### src/rtl/note_tone_pwm.sv
// note_tone_pwm
// -------------
// Mono audio transmit path. One note is picked from a 7-bit key vector
// (C4..B4), a square wave is generated at its pitch, and the wave is
// encoded as 8-bit PWM. Inputs are sampled only once per 256-clock PWM frame.
//
// Ports:
//   clk_in          system clock (100 MHz)
//   rst_in          synchronous, active-low reset
//   enable_in       1 = audio on / amplifier enabled
//   note_in[6:0]    key vector, bit i = note i (0=C4 .. 6=B4); lowest set bit wins
//   vol_in[6:0]     amplitude 0..127
//   aud_pwm         PWM audio output, registered
//   aud_sd          amplifier enable, registered copy of enable_in
//   note_valid_out  a note is being sounded
//   note_idx_out    index of the sounded note, 0 when none
module note_tone_pwm #(
    parameter int CLK_HZ = 100_000_000,
    parameter int HALF_W = 18
) (
    input  logic       clk_in,
    input  logic       rst_in,
    input  logic       enable_in,
    input  logic [6:0] note_in,
    input  logic [6:0] vol_in,
    output logic       aud_pwm,
    output logic       aud_sd,
    output logic       note_valid_out,
    output logic [2:0] note_idx_out
);

    // The half-period table below is fixed for a 100 MHz clock; a different
    // CLK_HZ is accepted but does not retune the pitches.
    if (CLK_HZ != 100_000_000) begin : g_table_assumes_100mhz
    end

    // Index of the lowest set key; 0 when no key is set.
    function automatic logic [2:0] lowest_set(input logic [6:0] keys);
        casez (keys)
            7'b??????1: lowest_set = 3'd0;
            7'b?????10: lowest_set = 3'd1;
            7'b????100: lowest_set = 3'd2;
            7'b???1000: lowest_set = 3'd3;
            7'b??10000: lowest_set = 3'd4;
            7'b?100000: lowest_set = 3'd5;
            7'b1000000: lowest_set = 3'd6;
            default:    lowest_set = 3'd0;
        endcase
    endfunction

    // Terminal value of the half-period counter (half period minus one).
    function automatic logic [HALF_W-1:0] half_last(input logic [2:0] idx);
        case (idx)
            3'd0:    half_last = HALF_W'(32'd191109);
            3'd1:    half_last = HALF_W'(32'd170264);
            3'd2:    half_last = HALF_W'(32'd151684);
            3'd3:    half_last = HALF_W'(32'd143171);
            3'd4:    half_last = HALF_W'(32'd127550);
            3'd5:    half_last = HALF_W'(32'd113635);
            3'd6:    half_last = HALF_W'(32'd101238);
            default: half_last = HALF_W'(32'd191109);
        endcase
    endfunction

    logic [7:0]        pwm_cnt_q,  pwm_cnt_d;
    logic [HALF_W-1:0] half_cnt_q, half_cnt_d;
    logic              sq_q,       sq_d;
    logic [7:0]        level_q,    level_d;
    logic [6:0]        vol_q,      vol_d;
    logic              valid_q,    valid_d;
    logic [2:0]        idx_q,      idx_d;
    logic              aud_pwm_q,  aud_pwm_d;
    logic              aud_sd_q,   aud_sd_d;

    logic              fb_s;
    logic              sel_valid_s;
    logic [2:0]        sel_idx_s;
    logic              restart_s;

    // Frame-boundary note selection and next-state for all registers.
    always_comb begin
        fb_s        = (pwm_cnt_q == 8'd255);
        sel_valid_s = enable_in && (note_in != 7'd0);
        sel_idx_s   = sel_valid_s ? lowest_set(note_in) : 3'd0;
        // Index is forced to 0 when invalid, so one compare covers both
        // index changes and valid<->invalid transitions.
        restart_s   = fb_s && ({sel_valid_s, sel_idx_s} != {valid_q, idx_q});

        pwm_cnt_d  = pwm_cnt_q + 8'd1;
        half_cnt_d = half_cnt_q;
        sq_d       = sq_q;
        level_d    = level_q;
        vol_d      = vol_q;
        valid_d    = valid_q;
        idx_d      = idx_q;

        // Tone generator: a restart has priority over a coincident toggle.
        if (restart_s) begin
            half_cnt_d = '0;
            sq_d       = 1'b1;
        end else if (valid_q) begin
            if (half_cnt_q == half_last(idx_q)) begin
                half_cnt_d = '0;
                sq_d       = ~sq_q;
            end else begin
                half_cnt_d = half_cnt_q + HALF_W'(32'd1);
            end
        end else begin
            half_cnt_d = '0;
            sq_d       = 1'b1;
        end

        // Level uses the pre-edge note state and the volume stored on the
        // previous boundary, so one frame always carries one constant level.
        if (fb_s) begin
            valid_d = sel_valid_s;
            idx_d   = sel_idx_s;
            vol_d   = vol_in;
            if (valid_q) begin
                level_d = sq_q ? (8'd128 + {1'b0, vol_q}) : (8'd128 - {1'b0, vol_q});
            end else begin
                level_d = 8'd128;
            end
        end else begin
            valid_d = valid_q;
            idx_d   = idx_q;
        end

        aud_pwm_d = (pwm_cnt_q < level_q);
        aud_sd_d  = enable_in;
    end

    // State registers with synchronous active-low reset.
    always_ff @(posedge clk_in) begin
        if (!rst_in) begin
            pwm_cnt_q  <= 8'd0;
            half_cnt_q <= '0;
            sq_q       <= 1'b1;
            level_q    <= 8'd128;
            vol_q      <= 7'd0;
            valid_q    <= 1'b0;
            idx_q      <= 3'd0;
            aud_pwm_q  <= 1'b0;
            aud_sd_q   <= 1'b0;
        end else begin
            pwm_cnt_q  <= pwm_cnt_d;
            half_cnt_q <= half_cnt_d;
            sq_q       <= sq_d;
            level_q    <= level_d;
            vol_q      <= vol_d;
            valid_q    <= valid_d;
            idx_q      <= idx_d;
            aud_pwm_q  <= aud_pwm_d;
            aud_sd_q   <= aud_sd_d;
        end
    end

    assign aud_pwm        = aud_pwm_q;
    assign aud_sd         = aud_sd_q;
    assign note_valid_out = valid_q;
    assign note_idx_out   = idx_q;

endmodule
### config.mk
export PLATFORM = sky130hd
export DESIGN_NAME = note_tone_pwm
export DESIGN_NICKNAME = d
export VERILOG_FILES = /design/src/rtl/note_tone_pwm.sv
export SDC_FILE = /design/constraint.sdc
export NUM_CORES = 1
export LEC_CHECK = 0
export ABC_CLOCK_PERIOD_IN_PS = 3880
export BUFFER_PORTS_ARGS = -buffer_cell sky130_fd_sc_hd__buf_2
export CORE_UTILIZATION = 40
export DETAILED_ROUTE_END_ITERATION = 16
export PLACE_DENSITY_LB_ADDON = 0.3
export SLEW_MARGIN = 30
export SYNTH_ARGS = -nofsm -noshare
export SYNTH_HDL_FRONTEND = slang
export SYNTH_SLANG_ARGS = --single-unit
### constraint.sdc
create_clock -name clk_in -period 3.88 [get_ports clk_in]
set_input_delay 0.776 -clock clk_in [delete_from_list [all_inputs] [get_ports clk_in]]
set_output_delay 0.776 -clock clk_in [all_outputs]
set_load 0.01 [all_outputs]
Word level (Yosys, flattened, before mapping)
Index checks and enable logic that the tools add are counted.

operators by class
  equality and inequality tests = 15
  $add $sub $neg = 4
  reduce and logical (&&, ||, !) cells = 5
  order comparisons = 1
  muxes and demuxes = 7
  bitwise gates (word level) = 3

operators by type and width
  cell                                                                   number
  18-bit one-hot mux with 6 select lines                                 1
  18-bit two-way mux                                                     2
  18-bit by 1-bit adder with 18-bit output, second input constant        1
  18-bit equality test                                                   1
  3-bit one-hot mux with 6 select lines                                  1
  8-bit two-way mux                                                      2
  3-bit equality test, second input constant                             4
  8-bit by 1-bit adder with 8-bit output, second input constant          1
  8-bit by 7-bit adder with 8-bit output, first input constant           1
  8-bit equality test, second input constant                             1
  8-bit less-than comparator                                             1
  8-bit by 7-bit subtractor with 8-bit output, first input constant      1
  7-bit equality test, second input constant                             1
  7-bit nonzero test                                                     1
  3-bit by 2-bit equality test with 1-bit output, second input constant  2
  6-bit equality test, second input constant                             1
  5-bit equality test, second input constant                             1
  4-bit equality test, second input constant                             1
  4-bit inequality test                                                  1
  4-bit OR reduction                                                     1
  3-bit by 1-bit equality test with 1-bit output, second input constant  1
  3-bit two-way mux                                                      1
  1-bit NOT                                                              3
  3-bit OR reduction                                                     1
  other kinds (2)                                                        3

storage, ports and cells
  output and inout port bits = 6
  logic and storage cells = 44
  register bits after elaboration = 48

Logic depth before layout (Yosys ltp)
Gate-level depths: netlist (run 1).

  depth in word-level cells = 8
  gate-level depth with buffers = 10

Least setup slack after synthesis (run 1)
No wires, ideal clock.

  path kind = input port to flip-flop
  start = in note_in[1]
  end = reg sq_q
  cell stages on the path = 6
  setup slack = 1.294 ns
  arrival time = 2.458 ns
  required time = 3.753 ns
  path buffers = 0
  path through = or4_4 o41ai_4 a211oi_2 o31ai_4 nand3_4 or3b_1

between the ends
  cells in the longest elaborated chain, start to end = 6

RTL lines
  element                                                                            line    RTL
  start: declaration                                                                 24      input logic [6:0] note_in,
  7-bit equality test (tied with other cells)                                        39      casez (keys)
  3-bit one-hot mux with 6 select lines / 1-bit logical AND (equally long branches)  39, 83
  3-bit two-way mux                                                                  84      sel_idx_s = sel_valid_s ? lowest_set(note_in) : 3'd0;
  4-bit inequality test (*)                                                          87      restart_s = fb_s && ({sel_valid_s, sel_idx_s} != {valid_q, idx_q});
  1-bit logical AND (*)                                                              87
  3-bit OR reduction (no source line) (*)                                            --
  end signal: assignment                                                             148     sq_q <= sq_d;
  end: declaration                                                                   67      logic sq_q, sq_d;

Mark *: on every way between the ends. The rest lies on a longest branch, timed or not.
A chain may end at the register's enable or synchronous reset.

Worst setup path after layout (run 1)
  start = reg idx_q[0] (netlist: note_idx_out[0])
  end = reg half_cnt_q[7]

between the ends
  cells in the longest elaborated chain, start to end = 6

RTL lines
  element                                      line  RTL
  start: declaration                           71    logic [2:0] idx_q, idx_d;
  start signal: assignment                     152   idx_q <= idx_d;
  3-bit equality test (tied with other cells)  53    case (idx)
  18-bit one-hot mux with 6 select lines       53
  18-bit two-way mux                           101   end else if (valid_q) begin
  18-bit two-way mux                           98    if (restart_s) begin
  18-bit equality test                         102   if (half_cnt_q == half_last(idx_q)) begin
  4-bit OR reduction (no source line) (*)      --
  end signal: assignment                       147   half_cnt_q <= half_cnt_d;
  end: declaration                             66    logic [HALF_W-1:0] half_cnt_q, half_cnt_d;

Mark *: on every way between the ends. The rest lies on a longest branch, timed or not. The select of a mux whose other input is x is not followed.

==> results of run 1 <==
-- synth_stat cells (2+ instances only) --
| cell | instances |
|---|---|
| buf_6 | 6 |
| a2111oi_0 | 3 |
| buf_2 | 2 |
| or3_1 | 5 |
| a31oi_1 | 7 |
| nor4b_1 | 2 |
| nand4b_1 | 2 |
| and2_1 | 11 |
| a211oi_1 | 2 |
| nand4_1 | 3 |
| nand3_1 | 17 |
| xor2_1 | 14 |
| clkbuf_1 | 12 |
| nand2b_1 | 7 |
| a21boi_0 | 16 |
| nor4b_2 | 2 |
| nand2_1 | 38 |
| a21o_1 | 4 |
| xnor2_1 | 18 |
| o21ai_0 | 7 |
| o211ai_1 | 2 |
| and3_1 | 4 |
| buf_4 | 4 |
| dfxtp_1 | 48 |
| nand3b_1 | 2 |
| o22ai_1 | 6 |
| nor3_2 | 9 |
| nor2_1 | 18 |
| or3b_2 | 2 |
| maj3_1 | 2 |
| or3b_1 | 2 |
| ha_1 | 10 |
| inv_1 | 13 |
| nor3_1 | 18 |
| a21oi_1 | 7 |
| nor2b_1 | 3 |
| a221oi_1 | 2 |
-- cell families after synthesis --
family,after synthesis
AO/OA/AOI/OAI,67
XOR/XNOR,32
adder cells (fa/ha/maj),12
buffers and inverters,38
flip-flops,48
multiplexers,1
AND/OR/NAND/NOR,155
-- metal layers --
layer / track usage (%) / vias to the layer above
li1: - / 1261
met1: 20.2 / 1162
met2: 31.1 / 21
met3: 4.76 / 8
met4: 6.16 / 0
met5: 0 / -
-- final cells by class --
cell class	count	area, sq um
clock inverters	2	12.5
well taps	99	124
multi-input cells	267	1850
repair buffers	25	133
clock buffers	5	68.8
fillers	753	4060
inverters	13	48.8
flip-flops and latches	48	962
-- how the worst max path moves through the flow --
stage | start | end | cells past startpoint
2_1_floorplan | note_in[1] | sq_q | 6
3_3_place_gp | note_in[1] | sq_q | 7
3_5_place_dp | note_in[1] | sq_q | 7
4_1_cts | note_idx_out[2] | half_cnt_q[7] | 7
5_1_grt | note_idx_out[0] | half_cnt_q[7] | 7
6_report | note_idx_out[0] | half_cnt_q[7] | 7
-- flip-flops by register name, summed over array words and instances, names as in the netlist --
register / count
pwm_cnt_q: 8
half_cnt_q: 18
note_idx_out: 3
level_q: 8
sq_q: 1
note_valid_out: 1
aud_sd: 1
aud_pwm: 1
vol_q: 7
-- report_power, final --
part	leakage (nW)	internal, mW	switching (mW)
combinational	0.639	0.0201	0.0194
sequential	0.388	0.496	0.00323
clock	0.0400	0.122	0.171
total	1.07	0.638	0.194
-- worst register-to-register path, stage by stage (launching register included) --
cell and delay (ps):
dfxtp_1 790, a21boi_0 240, or3b_1 430, a21o_1 190
a2111oi_0 410, and4bb_1 250, buf_4 260, nor3_1 100
-- through the flow --
| step | utilization, % | area [sq um] |
|---|---|---|
| after floorplan | - | 3010 |
| after global placement | 42.9 | 3110 |
| after CTS | 44.0 | 3190 |
| after global routing | 44.0 | 3190 |
| final | 44.0 | 3190 |
| after detailed placement | 42.9 | 3110 |
==> flow_summary.toml, run 1 <==
[drt]
wl_met3_um = 177
wl_per_cell_um = 13.4
routed_wl_mm = 6.17
drt-vias-per-instance = 5.34
m1WireLength_mm = 2.92
drcViolationCount = 0
firstDrtPassIters = 4
met2_length_mm = 2.97
route.top_layer_used = "met4"
drt_iter0_drc = 73
vias = 2452
ant_nets = 0

[floorplan]
start_util_pct = 41.5
die_w_um = 88.8
rows = 31
core_sq_um = 7250
die-area_sq_um = 7880
die_h_um = 88.8
pin_count = 23

[finish]
layout-drive-gt1-share_pct = 15.0
antenna_cells = 0
fin_nets = 387
layout_common_cells = "dfxtp_1 (47), nand2_1 (38), buf_2 (22)"
area_growth_pct = 6.02
stdcell_count = 459
final_common_cell = "dfxtp_1"

[worst_hold_path]
whs_path_depth = 2
hold_path.startpoint = "level_q[1]"
worstHoldEndpoint = "level_q[1]"
min_path_type = "reg2reg"

[sta]
hold_viol = 0
fin_hold_ws_ps = 467
fin_ws_ps = 1080
rsz0062_at_grt = "false"
setup_viol = 0
skew_ps = 9.05
slew_viol_final = 0
period_share_pct = 72.2
fmax_mhz = 357
worst_pin_slew_ps = 717
final.min_clock_period_ps = 2800
slew_headroom_pct = 52.2
tns_ps = 0

[setup_path]
rr_startpoint = "note_idx_out[0]"
worst_path_max_delay_cell = "dfxtp_1"
crit_type = "reg2reg"
cp-start-kind = "flop"
cp_num_buf_inv = 1
worstSetupEndpointType = "flop"
path_max_fanout = 22
r2r_slack_ps = 1080
critPathTopFamily = "compound AO/OA/AOI/OAI gates"
required_ps = 4070
crit_chain = "a21boi_0 -> or3b_1 -> a21o_1 -> a2111oi_0 -> and4bb_1 -> buf_4 -> nor3_1"
arrival_ps = 2990
max_stage_delay_ps = 790
r2r_end = "half_cnt_q[7]"
r2r_cells = 7

[place]
gp_congestion = 0.830
placedCellCount = 452
numPortBuffers = 22
place_ws_ps = 837
dp_hpwl_mm = 4.40

[clock_network]
numClockSinks = 48
clk_latency_ps = 310
clk_pin_slew_ps = 90
post_cts_buffers = 0
cts_buffer_depth = 2
htreeDepth = 2
cts_root_buf = "clkbuf_8"
postCtsResizedCells = 0
cts_tree = "done"
hold_buffers = 0
numCtsBuffers = 5

[synth]
ys_ff_latch = 48
ys_top_cells_by_area = "dfxtp_1 (32%), xnor2_1 (5.2%), nand2_1 (4.7%)"
synth_simple_gate_area_share_pct = 29.9
synth_top_family_by_area = "simple AND/OR/NAND/NOR gates"
ys_warn_count = 0
yosysSeqAreaShare_pct = 31.9
synthXorXnorAreaFrac_pct = 9.30
yosysTopAreaCellShare_pct = 31.9
synth.distinct_cells = 60
avgSynthCellArea_sq_um = 8.54
ys.flop_type = "dfxtp_1"
synth_cells = 353
synth-edff-count = 0
synth_nets = 380
synth_compound_area_share_pct = 16.9
yosys.area_share.adder_pct = 4.82
async_reset_ff_share_pct = 0
synth_top_area_cell = "dfxtp_1"
synth_area_sq_um = 3010
synth.area.mux_share_pct = 0.374

[pwr]
finalPower_mw = 0.832
power.leakage_nw = 1.07
peakVddDrop_mv = 0.128
p_per_area_nw_per_um2 = 260

[grt]
antenna_found_initial = 0
grt_pass1_vias = 2299
grt_usage_pct = 17.5
grt_overflow = 0
grt_pass1_wl_mm = 10.5
grt_max_degree = 31

[flow_run]
drv_cap = 0

[run_status]
status = "finished, final reports clean"
No activity file was read; power rests on OpenSTA's default activity.
==> run 2, diff against run 1 <==
- ABC_AREA: default -> 1
- ABC_CLOCK_PERIOD_IN_PS: 3880 -> 2700
- clock period: 3.88 -> 2.7 ns (I/O delays scaled with it)
==> flow_summary.toml, run 2 <==
[clock_network]
post_cts_buffers = 0
postCtsResizedCells = 0
hold_buffers = 0
cts_tree = "done"
cts_root_buf = "clkbuf_8"
clk_pin_slew_ps = 90
numCtsBuffers = 5
numClockSinks = 48
htreeDepth = 2
clk_latency_ps = 300
cts_buffer_depth = 2

[pwr]
switching_power_mw = 0.288
pwr-share-comb_pct = 4.4
p_clk_share_pct = 40.6
p_seq_share_pct = 54.9
p_per_area_nw_per_um2 = 403
switching_share_pct = 22.1
power.leakage_nw = 1.43
peakVddDrop_mv = 0.198
p_int_mw = 1.02
finalPower_mw = 1.30

[floorplan]
core_sq_um = 6940
die_w_um = 87.8
pin_count = 23
die-area_sq_um = 7720
rows = 30
start_util_pct = 42.5
die_h_um = 87.8

[place]
placedCellCount = 563
dp_hpwl_mm = 4.86
numPortBuffers = 22
place_area_sq_um = 3120
place_ws_ps = 597
gp_congestion = 0.889

[sta]
final.min_clock_period_ps = 2140
period_share_pct = 79.2
slew_viol_final = 0
fin_hold_ws_ps = 462
rsz0062_at_grt = "false"
hold_viol = 0
fin_ws_ps = 562
setup_viol = 0
worst_pin_slew_ps = 456
fmax_mhz = 468
skew_ps = 9.11
slew_headroom_pct = 69.5
tns_ps = 0

[worst_hold_path]
worstHoldEndpoint = "vol_q[2]"
min_path_type = "in2reg"
hold_path.startpoint = "vol_in[2]"
whs_path_depth = 3

[setup_path]
r2r_end = "half_cnt_q[3]"
r2r_slack_ps = 560
arrival_ps = 2330
cp-start-kind = "flop"
rr_startpoint = "note_idx_out[2]"
worstSetupEndpointType = "flop"
critical_path.most_common_cell = "nor2_1"
max_stage_delay_ps = 610
worst_path_max_delay_cell = "dfxtp_1"
required_ps = 2900
path_max_fanout = 18
crit_chain = "inv_2 -> nand3_1 -> nand2_1 -> nor2_1 -> inv_1 -> nand2_1 -> nand3b_1 -> nor2_1 -> nand4_2 -> nand2_4 -> nor2_1"
critPathTopFamily = "simple AND/OR/NAND/NOR gates"
crit_type = "reg2reg"
r2r_cells = 11
cp_num_buf_inv = 2

[synth]
avgSynthCellArea_sq_um = 6.49
synth_most_common_cell = "nand2_1"
ys_warn_count = 0
synth_compound_area_share_pct = 10.3
synth_cells = 454
synth.area.mux_share_pct = 0
synth-edff-count = 0
synth_top_family_by_area = "simple AND/OR/NAND/NOR gates"
synth_top_area_cell = "dfxtp_1"
synthXorXnorAreaFrac_pct = 5.65
synth.distinct_cells = 34
ys_top_cells_by_area = "dfxtp_1 (33%), nand2_1 (14%), inv_1 (8.3%)"
ys.flop_type = "dfxtp_1"
yosys.area_share.adder_pct = 4.24
synth_nets = 481
yosysTopAreaCellShare_pct = 32.6
yosys-top-cells-count = "nand2_1 (109), inv_1 (65), nor2_1 (63)"
yosysSeqAreaShare_pct = 32.6
ys_ff_latch = 48
async_reset_ff_share_pct = 0
synth_simple_gate_area_share_pct = 36.2
synth_area_sq_um = 2950

[finish]
layout_common_cells = "nand2_1 (109), inv_1 (65), nor2_1 (63)"
largest_reg_flops = 18
final_common_cell = "nand2_1"
stdcell_count = 571
antenna_cells = 0
final_cell_area_sq_um = 3230
reg.largest.list = "half_cnt_q: 18 flops, level_q: 8 flops, pwm_cnt_q: 8 flops"
top_register = "half_cnt_q"
area_growth_pct = 9.72
fin_nets = 501
layout-drive-gt1-share_pct = 9.68
utilization_pct = 46.6

[drt]
drt_iter0_drc = 157
ant_nets = 0
drt-vias-per-instance = 4.81
wl_per_cell_um = 10.9
drcViolationCount = 0
firstDrtPassIters = 8
routed_wl_mm = 6.24
vias = 2747

[grt]
grt_overflow = 0
grt_pass1_vias = 2432
grt_usage_pct = 17.2
antenna_found_initial = 0
grt_pass1_wl_mm = 10.4
grt_max_degree = 21

[flow_run]
drv_cap = 0

[run_status]
status = "finished, final reports clean"
## run 2: cell count changes after synthesis, moves of 11 or more
| cell | change |
|---|---|
| nor2_1 | +45 |
| nor3_1 | -11 |
| inv_1 | +52 |
| xnor2_1 | -17 |
| nand2_1 | +71 |
| o21ai_0 | +14 |
| a21oi_1 | +18 |
| nand3_1 | +27 |
| a21boi_0 | -15 |
## run 2: cell type report
cell class / count / area [sq um]
sequential: 48 / 961
fill: 756 / 3710
tap: 96 / 120
multi-input combinational: 328 / 1660
clock buffer: 5 / 68.8
timing repair buffer: 23 / 118
clock inverter: 3 / 47.5
inverter: 68 / 258
## run 2: tightest hold or removal path: cells and delay by family
kind | cells | cell delay (ps)
buffers and inverters | 1 | 80
AND/OR/NAND/NOR | 2 | 120
## run 2: logic make-up after synthesis
| kind of cell | after synthesis |
|---|---|
| simple gates | 244 |
| fa+ha+maj | 10 |
| flops | 48 |
| compound gates | 55 |
| xor+xnor | 19 |
| buf+inv | 78 |
## run 2: metal layers
layer | share of wire (%) | wire (um) | global-route usage (%) | up-vias
li1 | - | - | - | 1474
met3 | 3.0 | 189 | 4.05 | 2
met5 | 0 | 0 | 0 | -
met4 | 0.27 | 17 | 3.58 | 0
met2 | 48 | 2990 | 29.6 | 35
met1 | 49 | 3050 | 21.7 | 1236
## run 2: worst max-delay path by stage
stage,cells after the start,from,end
after floorplan,12,note_in[0],half_cnt_q[0]
after global placement,11,note_idx_out[2],half_cnt_q[7]
after detailed placement,11,note_idx_out[2],half_cnt_q[1]
after CTS,11,note_idx_out[2],half_cnt_q[1]
after global routing,11,note_idx_out[2],half_cnt_q[1]
final,11,note_idx_out[2],half_cnt_q[3]
## run 2: power by group through the flow
stage	logic, mW	registers, mW	clock network [mW]
6_report	0.0577	0.716	0.530
5_1_grt	0.0660	0.717	0.579
4_1_cts	0.0583	0.717	0.549
3_5_place_dp	0.0580	0.733	0
3_3_place_gp	0.0571	0.733	0
2_1_floorplan	0.0343	0.733	0
